[src/rtl/num_cmp_bist.sv]
// Self-test driver for a WIDTH-bit magnitude comparator: sweeps all (A,B) pairs, checks Y2/Y1/Y0, counts mismatches.
// Optional first-failure capture ports are compiled in with NUM_CMP_BIST_FAIL_CAPTURE_EN.
module num_cmp_bist #(
  parameter int WIDTH  = 4,
  parameter int SETTLE = 1
) (
  input  logic               clk,
  input  logic               rst_n,
  input  logic               start,
  output logic [WIDTH-1:0]   a_out,
  output logic [WIDTH-1:0]   b_out,
  input  logic               y1_in,
  input  logic               y2_in,
  input  logic               y0_in,
  output logic               busy,
  output logic               done,
  output logic               pass,
  output logic [2*WIDTH:0]   err_cnt
`ifdef NUM_CMP_BIST_FAIL_CAPTURE_EN
  ,
  output logic               fail_vld,
  output logic [WIDTH-1:0]   fail_a,
  output logic [WIDTH-1:0]   fail_b,
  output logic [2:0]         fail_y
`endif
);

  // state | meaning
  // IDLE  | waiting for start after reset
  // RUN   | sweeping vectors, busy=1
  // DONE  | sweep finished, results held until next start
  typedef enum logic [1:0] {IDLE, RUN, DONE} state_t;

  localparam int IW = 2 * WIDTH;
  localparam int EW = IW + 1;
  localparam int CW = (SETTLE > 0) ? $clog2(SETTLE + 1) : 1;
  localparam logic [CW-1:0] WAIT_INIT = CW'(SETTLE);

  state_t          state_q;
  logic [IW-1:0]   idx_q;
  logic [CW-1:0]   wait_q;
  logic            busy_q;
  logic            done_q;
  logic            pass_q;
  logic [EW-1:0]   err_q;
  logic [EW-1:0]   err_d;

  logic [WIDTH-1:0] a_cur;
  logic [WIDTH-1:0] b_cur;
  logic [2:0]       exp_flags;
  logic [2:0]       got_flags;
  logic             mism;
  logic             last_vec;
  logic             sample;

`ifdef NUM_CMP_BIST_FAIL_CAPTURE_EN
  logic             fail_vld_q;
  logic [WIDTH-1:0] fail_a_q;
  logic [WIDTH-1:0] fail_b_q;
  logic [2:0]       fail_y_q;
`endif

  assign a_cur     = idx_q[WIDTH-1:0];
  assign b_cur     = idx_q[IW-1:WIDTH];
  assign exp_flags = {a_cur < b_cur, a_cur > b_cur, a_cur == b_cur};
  assign got_flags = {y2_in, y1_in, y0_in};
  assign mism      = (got_flags != exp_flags);
  assign err_d     = err_q + EW'(mism);
  assign last_vec  = &idx_q;
  assign sample    = (wait_q == '0);

  always_ff @(posedge clk or negedge rst_n) begin
    if (!rst_n) begin
      state_q <= IDLE;
      idx_q   <= '0;
      wait_q  <= '0;
      busy_q  <= 1'b0;
      done_q  <= 1'b0;
      pass_q  <= 1'b0;
      err_q   <= '0;
`ifdef NUM_CMP_BIST_FAIL_CAPTURE_EN
      fail_vld_q <= 1'b0;
      fail_a_q   <= '0;
      fail_b_q   <= '0;
      fail_y_q   <= '0;
`endif
    end else begin
      case (state_q)
        IDLE, DONE: begin
          if (start) begin
            state_q <= RUN;
            idx_q   <= '0;
            wait_q  <= WAIT_INIT;
            busy_q  <= 1'b1;
            done_q  <= 1'b0;
            pass_q  <= 1'b0;
            err_q   <= '0;
`ifdef NUM_CMP_BIST_FAIL_CAPTURE_EN
            fail_vld_q <= 1'b0;
            fail_a_q   <= '0;
            fail_b_q   <= '0;
            fail_y_q   <= '0;
`endif
          end
        end
        RUN: begin
          if (!sample) begin
            wait_q <= wait_q - CW'(1);
          end else begin
            err_q <= err_d;
`ifdef NUM_CMP_BIST_FAIL_CAPTURE_EN
            if (mism && !fail_vld_q) begin
              fail_vld_q <= 1'b1;
              fail_a_q   <= a_cur;
              fail_b_q   <= b_cur;
              fail_y_q   <= got_flags;
            end
`endif
            // The last vector's sample ends the sweep; operands hold rather than wrap.
            if (last_vec) begin
              state_q <= DONE;
              busy_q  <= 1'b0;
              done_q  <= 1'b1;
              pass_q  <= (err_d == '0);
            end else begin
              idx_q  <= idx_q + IW'(1);
              wait_q <= WAIT_INIT;
            end
          end
        end
        default: state_q <= IDLE;
      endcase
    end
  end

  assign a_out   = a_cur;
  assign b_out   = b_cur;
  assign busy    = busy_q;
  assign done    = done_q;
  assign pass    = pass_q;
  assign err_cnt = err_q;

`ifdef NUM_CMP_BIST_FAIL_CAPTURE_EN
  assign fail_vld = fail_vld_q;
  assign fail_a   = fail_a_q;
  assign fail_b   = fail_b_q;
  assign fail_y   = fail_y_q;
`endif

endmodule

[config.mk]
export PLATFORM = sky130hd
export DESIGN_NAME = num_cmp_bist
export DESIGN_NICKNAME = d
export VERILOG_FILES = /design/src/rtl/num_cmp_bist.sv
export SDC_FILE = /design/constraint.sdc
export NUM_CORES = 1
export LEC_CHECK = 0
export ABC_AREA = 1
export CORE_ASPECT_RATIO = 1.4
export CORE_MARGIN = 2
export CORE_UTILIZATION = 47
export DETAILED_ROUTE_END_ITERATION = 8
export GPL_TIMING_DRIVEN = 0
export HOLD_SLACK_MARGIN = 0.08
export PLACE_DENSITY = 0.72
export SKIP_LAST_GASP = 1
export SYNTH_ARGS = -nofsm -noshare
export SYNTH_HDL_FRONTEND = slang
export SYNTH_SLANG_ARGS = --single-unit
[constraint.sdc]
create_clock -name clk -period 2.8 [get_ports clk]
set_clock_uncertainty 0.2 [all_clocks]
set_input_delay 0.56 -clock clk [delete_from_list [all_inputs] [get_ports clk]]
set_output_delay 0.56 -clock clk [all_outputs]
set_load 0.05 [all_outputs]
**Yosys cells after proc, flatten, opt, wreduce, memory -nomap -nowiden**

Cells that the tools add are included.

- $add $sub $neg: 3
- Multiplexer cells: 25
- Reductions and logical operators: 10
- Equality and inequality tests: 8
- Magnitude comparators: 2

Operator list:

| kind | number |
|---|---|
| $mux 8 | 3 |
| $mux 9 | 2 |
| $pmux 9 s2 | 1 |
| $pmux 8 s2 | 1 |
| $mux 1 | 10 |
| $add 9x1->9 | 1 |
| $logic_not 9->1 | 1 |
| $add 8x1->8 const B | 1 |
| $ne 2x2->1 const B | 4 |
| $pmux 1 s2 | 4 |
| $reduce_and 4->1 | 2 |
| $reduce_and 8->1 | 1 |
| $mux 2 | 3 |
| $reduce_and 3->1 | 2 |
| $eq 4x4->1 | 1 |
| $gt 4x4->1 | 1 |
| $lt 4x4->1 | 1 |
| $pmux 2 s2 | 1 |
| $ne 3x3->1 | 1 |
| $eq 2x1->1 const B | 1 |
| $eq 2x2->1 const B | 1 |
| $logic_not 2->1 | 1 |
| $reduce_and 2->1 | 1 |
| $reduce_bool 2->1 | 1 |
| 2 further kinds | 2 |

- Bits of input ports: 6
- Flip-flop bits (word level): 23

**Depth between registers and ports, before layout**

- Depth after elaboration: 7
- Depth in mapped cells: 19

**Least setup slack after synthesis**

No wires, ideal clock.

- Path type: register -> register
- From: register idx_q[5]
- To: register pass_q (netlist: pass)
- Setup slack: -197 ps
- Setup time: 83 ps
- Period minus slack after synthesis: 2,997 ps
- Arrival time: 2,714 ps
- Stages on the path, launching flop included: 18
- Buffers on the path: 0
- Path through: dfrtp_1 -> inv_1 -> ha_1 -> inv_1 -> o21bai_1 -> nand2_1 -> nand2_1 -> nand2_1 -> xor2_1 -> nand2_1 -> ha_1 -> ha_1 -> nand3_1 -> nor2_1 -> nand3_1 -> nand2_1 -> nand2_1 -> o21ai_0

- Word-level cells in the longest chain between the ends: 7
- Elaborated cells between the ends (all ways): 12

Ends and longest elaborated chain:

| item | RTL line | source |
|---|---|---|
| start, declared | 40 | `logic [IW-1:0] idx_q;` |
| start signal, assigned | 126 | `idx_q <= idx_q + IW'(1);` |
| $gt 4x4->1, or another cell as far along | 65 | `assign exp_flags = {a_cur < b_cur, a_cur > b_cur, a_cur == b_cur};` |
| $ne 3x3->1 | 67 | `assign mism = (got_flags != exp_flags);` |
| $add 9x1->9 | 68 | `assign err_d = err_q + EW'(mism);` |
| $logic_not 9->1 | 124 | `pass_q <= (err_d == '0);` |
| $mux 1 | 120 | `if (last_vec) begin` |
| $mux 1 | 107 | `if (!sample) begin` |
| $pmux 1 s2 | 88 | `case (state_q)` |
| end signal, assigned | 124 |  |
| end, declared | 44 | `logic pass_q;` |

Parallel ways exist; a longest one is shown, timed or not. The select of a mux whose other input is x is not followed.
A chain may end at the register's enable or synchronous reset.

**Worst setup path after layout**

- From: register idx_q[1]
- To: register pass_q (netlist: pass)

Same word-level chain as after synthesis.

==> impl_metrics.xml <==
<?xml version="1.0" encoding="UTF-8"?>
<metrics>
  <group name="outcome">
    <metric name="status" unit="">completed</metric>
  </group>
  <group name="cells_and_area">
    <metric name="layout.filler_cells" unit="">294</metric>
    <metric name="post_route_cells_drive_above_1_share" unit="%">19.1</metric>
    <metric name="n_antenna_cell" unit="">0</metric>
    <metric name="final_stage_net_count" unit="">244</metric>
    <metric name="flow.area_growth_from_synthesis" unit="%">28.8</metric>
  </group>
  <group name="power_and_ir_drop">
    <metric name="power.ir.vdd_worst" unit="V">0.000738</metric>
    <metric name="totalPowerFinal" unit="W">0.00206</metric>
    <metric name="p_per_area" unit="nW/µm²">1070</metric>
    <metric name="p_leak" unit="nW">0.906</metric>
  </group>
  <group name="yosys">
    <metric name="synthDominantAreaCellType" unit="">sky130_fd_sc_hd__dfrtp_1</metric>
    <metric name="number_of_enable_type_register_cells_in_the_synthesized_netlist" unit="">0</metric>
    <metric name="synth_top_area_share" unit="%">38.6</metric>
    <metric name="netlist-cell-type-count" unit="">26</metric>
    <metric name="synthesis.yosys.warnings" unit="">0</metric>
    <metric name="synthesis.area_per_instance" unit="µm²">7.65</metric>
    <metric name="yosys-top-cells-count" unit="">sky130_fd_sc_hd__nand2_1, sky130_fd_sc_hd__inv_1, sky130_fd_sc_hd__dfrtp_1, sky130_fd_sc_hd__nand3_1, sky130_fd_sc_hd__nor2_1</metric>
    <metric name="synth_ff_type" unit="">sky130_fd_sc_hd__dfrtp_1</metric>
    <metric name="mappedNetlistArea" unit="µm²">1490</metric>
    <metric name="postSynth.asyncResetShare" unit="%">100</metric>
    <metric name="synth.top_cells.by_area" unit="">sky130_fd_sc_hd__dfrtp_1, sky130_fd_sc_hd__nand2_1, sky130_fd_sc_hd__nand3_1</metric>
    <metric name="synth_seq_cells" unit="">23</metric>
    <metric name="yosysMostFrequentCell" unit="">sky130_fd_sc_hd__nand2_1</metric>
    <metric name="postSynthCellCount" unit="">195</metric>
    <metric name="postSynthNetCount" unit="">208</metric>
    <metric name="yosysSeqAreaShare" unit="%">38.6</metric>
  </group>
  <group name="setup_path">
    <metric name="worstReg2RegStart" unit="">idx_q[1]$_DFFE_PN0P_</metric>
    <metric name="worstSetupEndpointType" unit="">register</metric>
    <metric name="cp-start-kind" unit="">register</metric>
    <metric name="worst_ep_arrival_time" unit="ns">2.61</metric>
    <metric name="r2r.worst_path.cells" unit="">15</metric>
    <metric name="cp.required" unit="ns">2.80</metric>
    <metric name="crit_chain" unit="">ha_1 -&gt; inv_1 -&gt; o21bai_1 -&gt; nand2_1 -&gt; nand2_2 -&gt; nand2_1 -&gt; xor2_1 -&gt; nand2_1 -&gt; ha_4 -&gt; ha_4 -&gt; nand3_1 -&gt; xor2_1 -&gt; nor2_1 -&gt; nand3_1 -&gt; o21ai_1</metric>
    <metric name="rrSetupSlack" unit="ns">0.19</metric>
    <metric name="critical_path_peak_fanout" unit="">5</metric>
    <metric name="setup.worst_path.class" unit="">reg2reg</metric>
    <metric name="cp_slowest_cell" unit="">sky130_fd_sc_hd__dfrtp_2</metric>
    <metric name="timing.critical_path.buf_inv" unit="">1</metric>
    <metric name="path_delay_family" unit="">simple AND/OR/NAND/NOR gates</metric>
    <metric name="worstSetupStartpoint" unit="">idx_q[1]$_DFFE_PN0P_</metric>
    <metric name="worstSetupPathDepth" unit="">15</metric>
    <metric name="crit_path_max_incr_delay" unit="ns">0.45</metric>
    <metric name="timing.critical_path.mode_cell" unit="">sky130_fd_sc_hd__nand2_1</metric>
  </group>
  <group name="clock_tree">
    <metric name="htree_num_levels" unit="">1</metric>
    <metric name="insertion_delay" unit="ns">0.27</metric>
    <metric name="clock_path_buffers" unit="">2</metric>
    <metric name="path_clk_slew" unit="ns">0.09</metric>
    <metric name="numCtsBuffers" unit="">3</metric>
    <metric name="tritoncts" unit="">done</metric>
    <metric name="cts_num_sinks" unit="">23</metric>
    <metric name="cts-root-buf" unit="">sky130_fd_sc_hd__clkbuf_8</metric>
  </group>
  <group name="timing">
    <metric name="hold_ws" unit="ns">0.273</metric>
    <metric name="layout_worst_path_cycle_share" unit="%">93.1</metric>
    <metric name="period_minus_slack" unit="ns">2.61</metric>
    <metric name="finalHoldViolations" unit="">0</metric>
    <metric name="rsz0062_at_grt" unit="">no</metric>
    <metric name="slew_headroom" unit="%">29.6</metric>
    <metric name="slew_viol_final" unit="">0</metric>
    <metric name="tightestPinTransition" unit="ns">1.05</metric>
    <metric name="report.final.setup_viol" unit="">0</metric>
    <metric name="final_critical_path_setup_slack" unit="ns">0.194</metric>
    <metric name="max_freq" unit="MHz">384</metric>
  </group>
  <group name="die">
    <metric name="initial_utilization" unit="%">48.7</metric>
    <metric name="floorplan.die.height" unit="µm">70.7</metric>
    <metric name="die_area" unit="µm²">3650</metric>
    <metric name="io_pins" unit="">26</metric>
    <metric name="row_count" unit="">24</metric>
    <metric name="design.core.area" unit="µm²">3060</metric>
    <metric name="floorplan.die.width" unit="µm">51.6</metric>
  </group>
  <group name="detailed_routing">
    <metric name="ant_nets" unit="">0</metric>
    <metric name="detailroute.via_count" unit="">1410</metric>
    <metric name="routed_wirelength" unit="µm">3370</metric>
    <metric name="detail_route.iter0.violations" unit="">34</metric>
    <metric name="route.detailed.vias_per_inst" unit="">5.24</metric>
    <metric name="drt_drc_violations_left" unit="">0</metric>
    <metric name="wl_per_cell" unit="µm">12.5</metric>
    <metric name="drt_first_pass_iters" unit="">4</metric>
  </group>
  <group name="place">
    <metric name="detailedPlace.worstSlack" unit="ns">-0.0410</metric>
    <metric name="place.detailed.hpwl" unit="µm">2470</metric>
    <metric name="gp_routability_congestion" unit="">0.752</metric>
    <metric name="port_buffers" unit="">25</metric>
  </group>
  <group name="global_route">
    <metric name="grt_start_max_net_pins" unit="">24</metric>
    <metric name="number_of_global_route_vias_before_repair" unit="">1416</metric>
    <metric name="grtUsageTotal" unit="%">21.2</metric>
    <metric name="antenna_violations_before_repair" unit="">0</metric>
    <metric name="global_route_overflow" unit="">0</metric>
    <metric name="grt_first_pass_wirelength" unit="µm">5990</metric>
  </group>
  <group name="min_path">
    <metric name="hold-path-cell-count" unit="">2</metric>
    <metric name="hp-class" unit="">reg2reg</metric>
    <metric name="hold_wc_startpoint" unit="">busy$_DFFE_PN0P_</metric>
  </group>
  <group name="job">
    <metric name="drv_cap" unit="">0</metric>
  </group>
</metrics>
## power breakdown
part / leakage, nW / switching (W) / internal, W
clock: 0.0255 / 0.000111 / 0.0000995
sequential: 0.285 / 0.000140 / 0.000435
combinational: 0.595 / 0.000798 / 0.000475
## worst register-to-register path, delay by kind of cell, from the launching register on
family	cells	cell delay [ns]
simple gates	7	0.67
fa+ha+maj	3	0.63
buf+inv	1	0.04
xor+xnor	2	0.32
compound gates	2	0.24
flops	1	0.45
## repair_timing
action | in CTS | in global routing
setup endpoints to repair | 2 | 2
resized for setup | 2 | 3
hold buffers | 0 | 0
gates cloned | 0 | 0
pin swaps | 0 | 0
endpoints found under the hold margin | 0 | 0
setup buffers | 1 | 5
## layer usage
metal / global-route usage (%) / part of all wire, %
met1: 24.7 / 39
met4: 10.8 / 2.3
met2: 37.2 / 55
met5: 0 / 0
met3: 2.74 / 3.3
## per-stage QoR
step / util (%) / setup TNS (ns) / std cells / cell area, µm²
final: 62.7 / 0 / 269 / 1920
after global routing: 62.7 / 0 / 269 / 1920
after CTS: 61.1 / 0 / 264 / 1870
after detailed placement: 58.9 / -0.0410 / 259 / 1810
after global placement: 58.9 / 0 / 259 / 1810
after floorplan: - / 0 / 195 / 1510
## placed cells by master (no fill, tap or decap)
cell / instances
sky130_fd_sc_hd__nand2_2: 6
sky130_fd_sc_hd__buf_6: 1
sky130_fd_sc_hd__nor2_8: 1
sky130_fd_sc_hd__inv_2: 2
sky130_fd_sc_hd__nand2_4: 2
sky130_fd_sc_hd__o21ai_1: 2
sky130_fd_sc_hd__clkbuf_8: 3
sky130_fd_sc_hd__dfrtp_2: 7
sky130_fd_sc_hd__nor2_1: 11
sky130_fd_sc_hd__ha_1: 5
sky130_fd_sc_hd__inv_1: 25
sky130_fd_sc_hd__o21ai_4: 1
sky130_fd_sc_hd__ha_4: 2
sky130_fd_sc_hd__nor2_4: 2
sky130_fd_sc_hd__o21ai_0: 9
sky130_fd_sc_hd__o21bai_1: 1
sky130_fd_sc_hd__dfrtp_1: 16
sky130_fd_sc_hd__xor2_1: 3
sky130_fd_sc_hd__a21oi_2: 1
sky130_fd_sc_hd__xnor2_1: 2
sky130_fd_sc_hd__clkdlybuf4s50_1: 25
sky130_fd_sc_hd__or2_2: 1
sky130_fd_sc_hd__clkinv_2: 1
sky130_fd_sc_hd__nor2_2: 1
sky130_fd_sc_hd__nand4_1: 5
sky130_fd_sc_hd__nand2_1: 56
sky130_fd_sc_hd__buf_1: 1
sky130_fd_sc_hd__buf_4: 6
sky130_fd_sc_hd__o22ai_1: 4
sky130_fd_sc_hd__nand3_1: 19
sky130_fd_sc_hd__a21oi_1: 2
sky130_fd_sc_hd__o21ai_2: 6
sky130_fd_sc_hd__inv_4: 1
## final cells by class
class | instances | area [µm²] | area share (%)
clock buffer | 3 | 41.3 | 2.15
inverter | 28 | 108 | 5.60
buffer | 2 | 15.0 | 0.781
timing repair buffer | 31 | 295 | 15.4
clock inverter | 1 | 5.00 | 0.260
tap | 39 | 48.8 | 2.54
sequential | 23 | 584 | 30.4
multi-input combinational | 142 | 825 | 42.9
## cell families (layout without fill, tap and decap cells)
logic type | Yosys count | in the layout | synth area share (%)
xor+xnor | 5 | 5 | 2.93
flops | 23 | 23 | 38.6
buf+inv | 30 | 65 | 8.21
compound gates | 26 | 26 | 11.7
simple gates | 104 | 104 | 32.7
fa+ha+maj | 7 | 7 | 5.87
## worst paths after layout
path                                        end
hold reg to reg                busy$_DFFE_PN0P_
hold / removal                 busy$_DFFE_PN0P_
setup / recovery               pass$_DFFE_PN0P_
setup reg to reg               pass$_DFFE_PN0P_
min in group asynchronous      busy$_DFFE_PN0P_
max in group asynchronous  idx_q[0]$_DFFE_PN0P_
## flip-flops by register name, summed over array words and instances, names as in the netlist
| register | cells |
|---|---|
| idx_q | 8 |
| busy | 1 |
| state_q | 2 |
| pass | 1 |
| wait_q | 1 |
| err_cnt | 9 |
| done | 1 |
No activity file was read; power rests on OpenSTA's default activity.
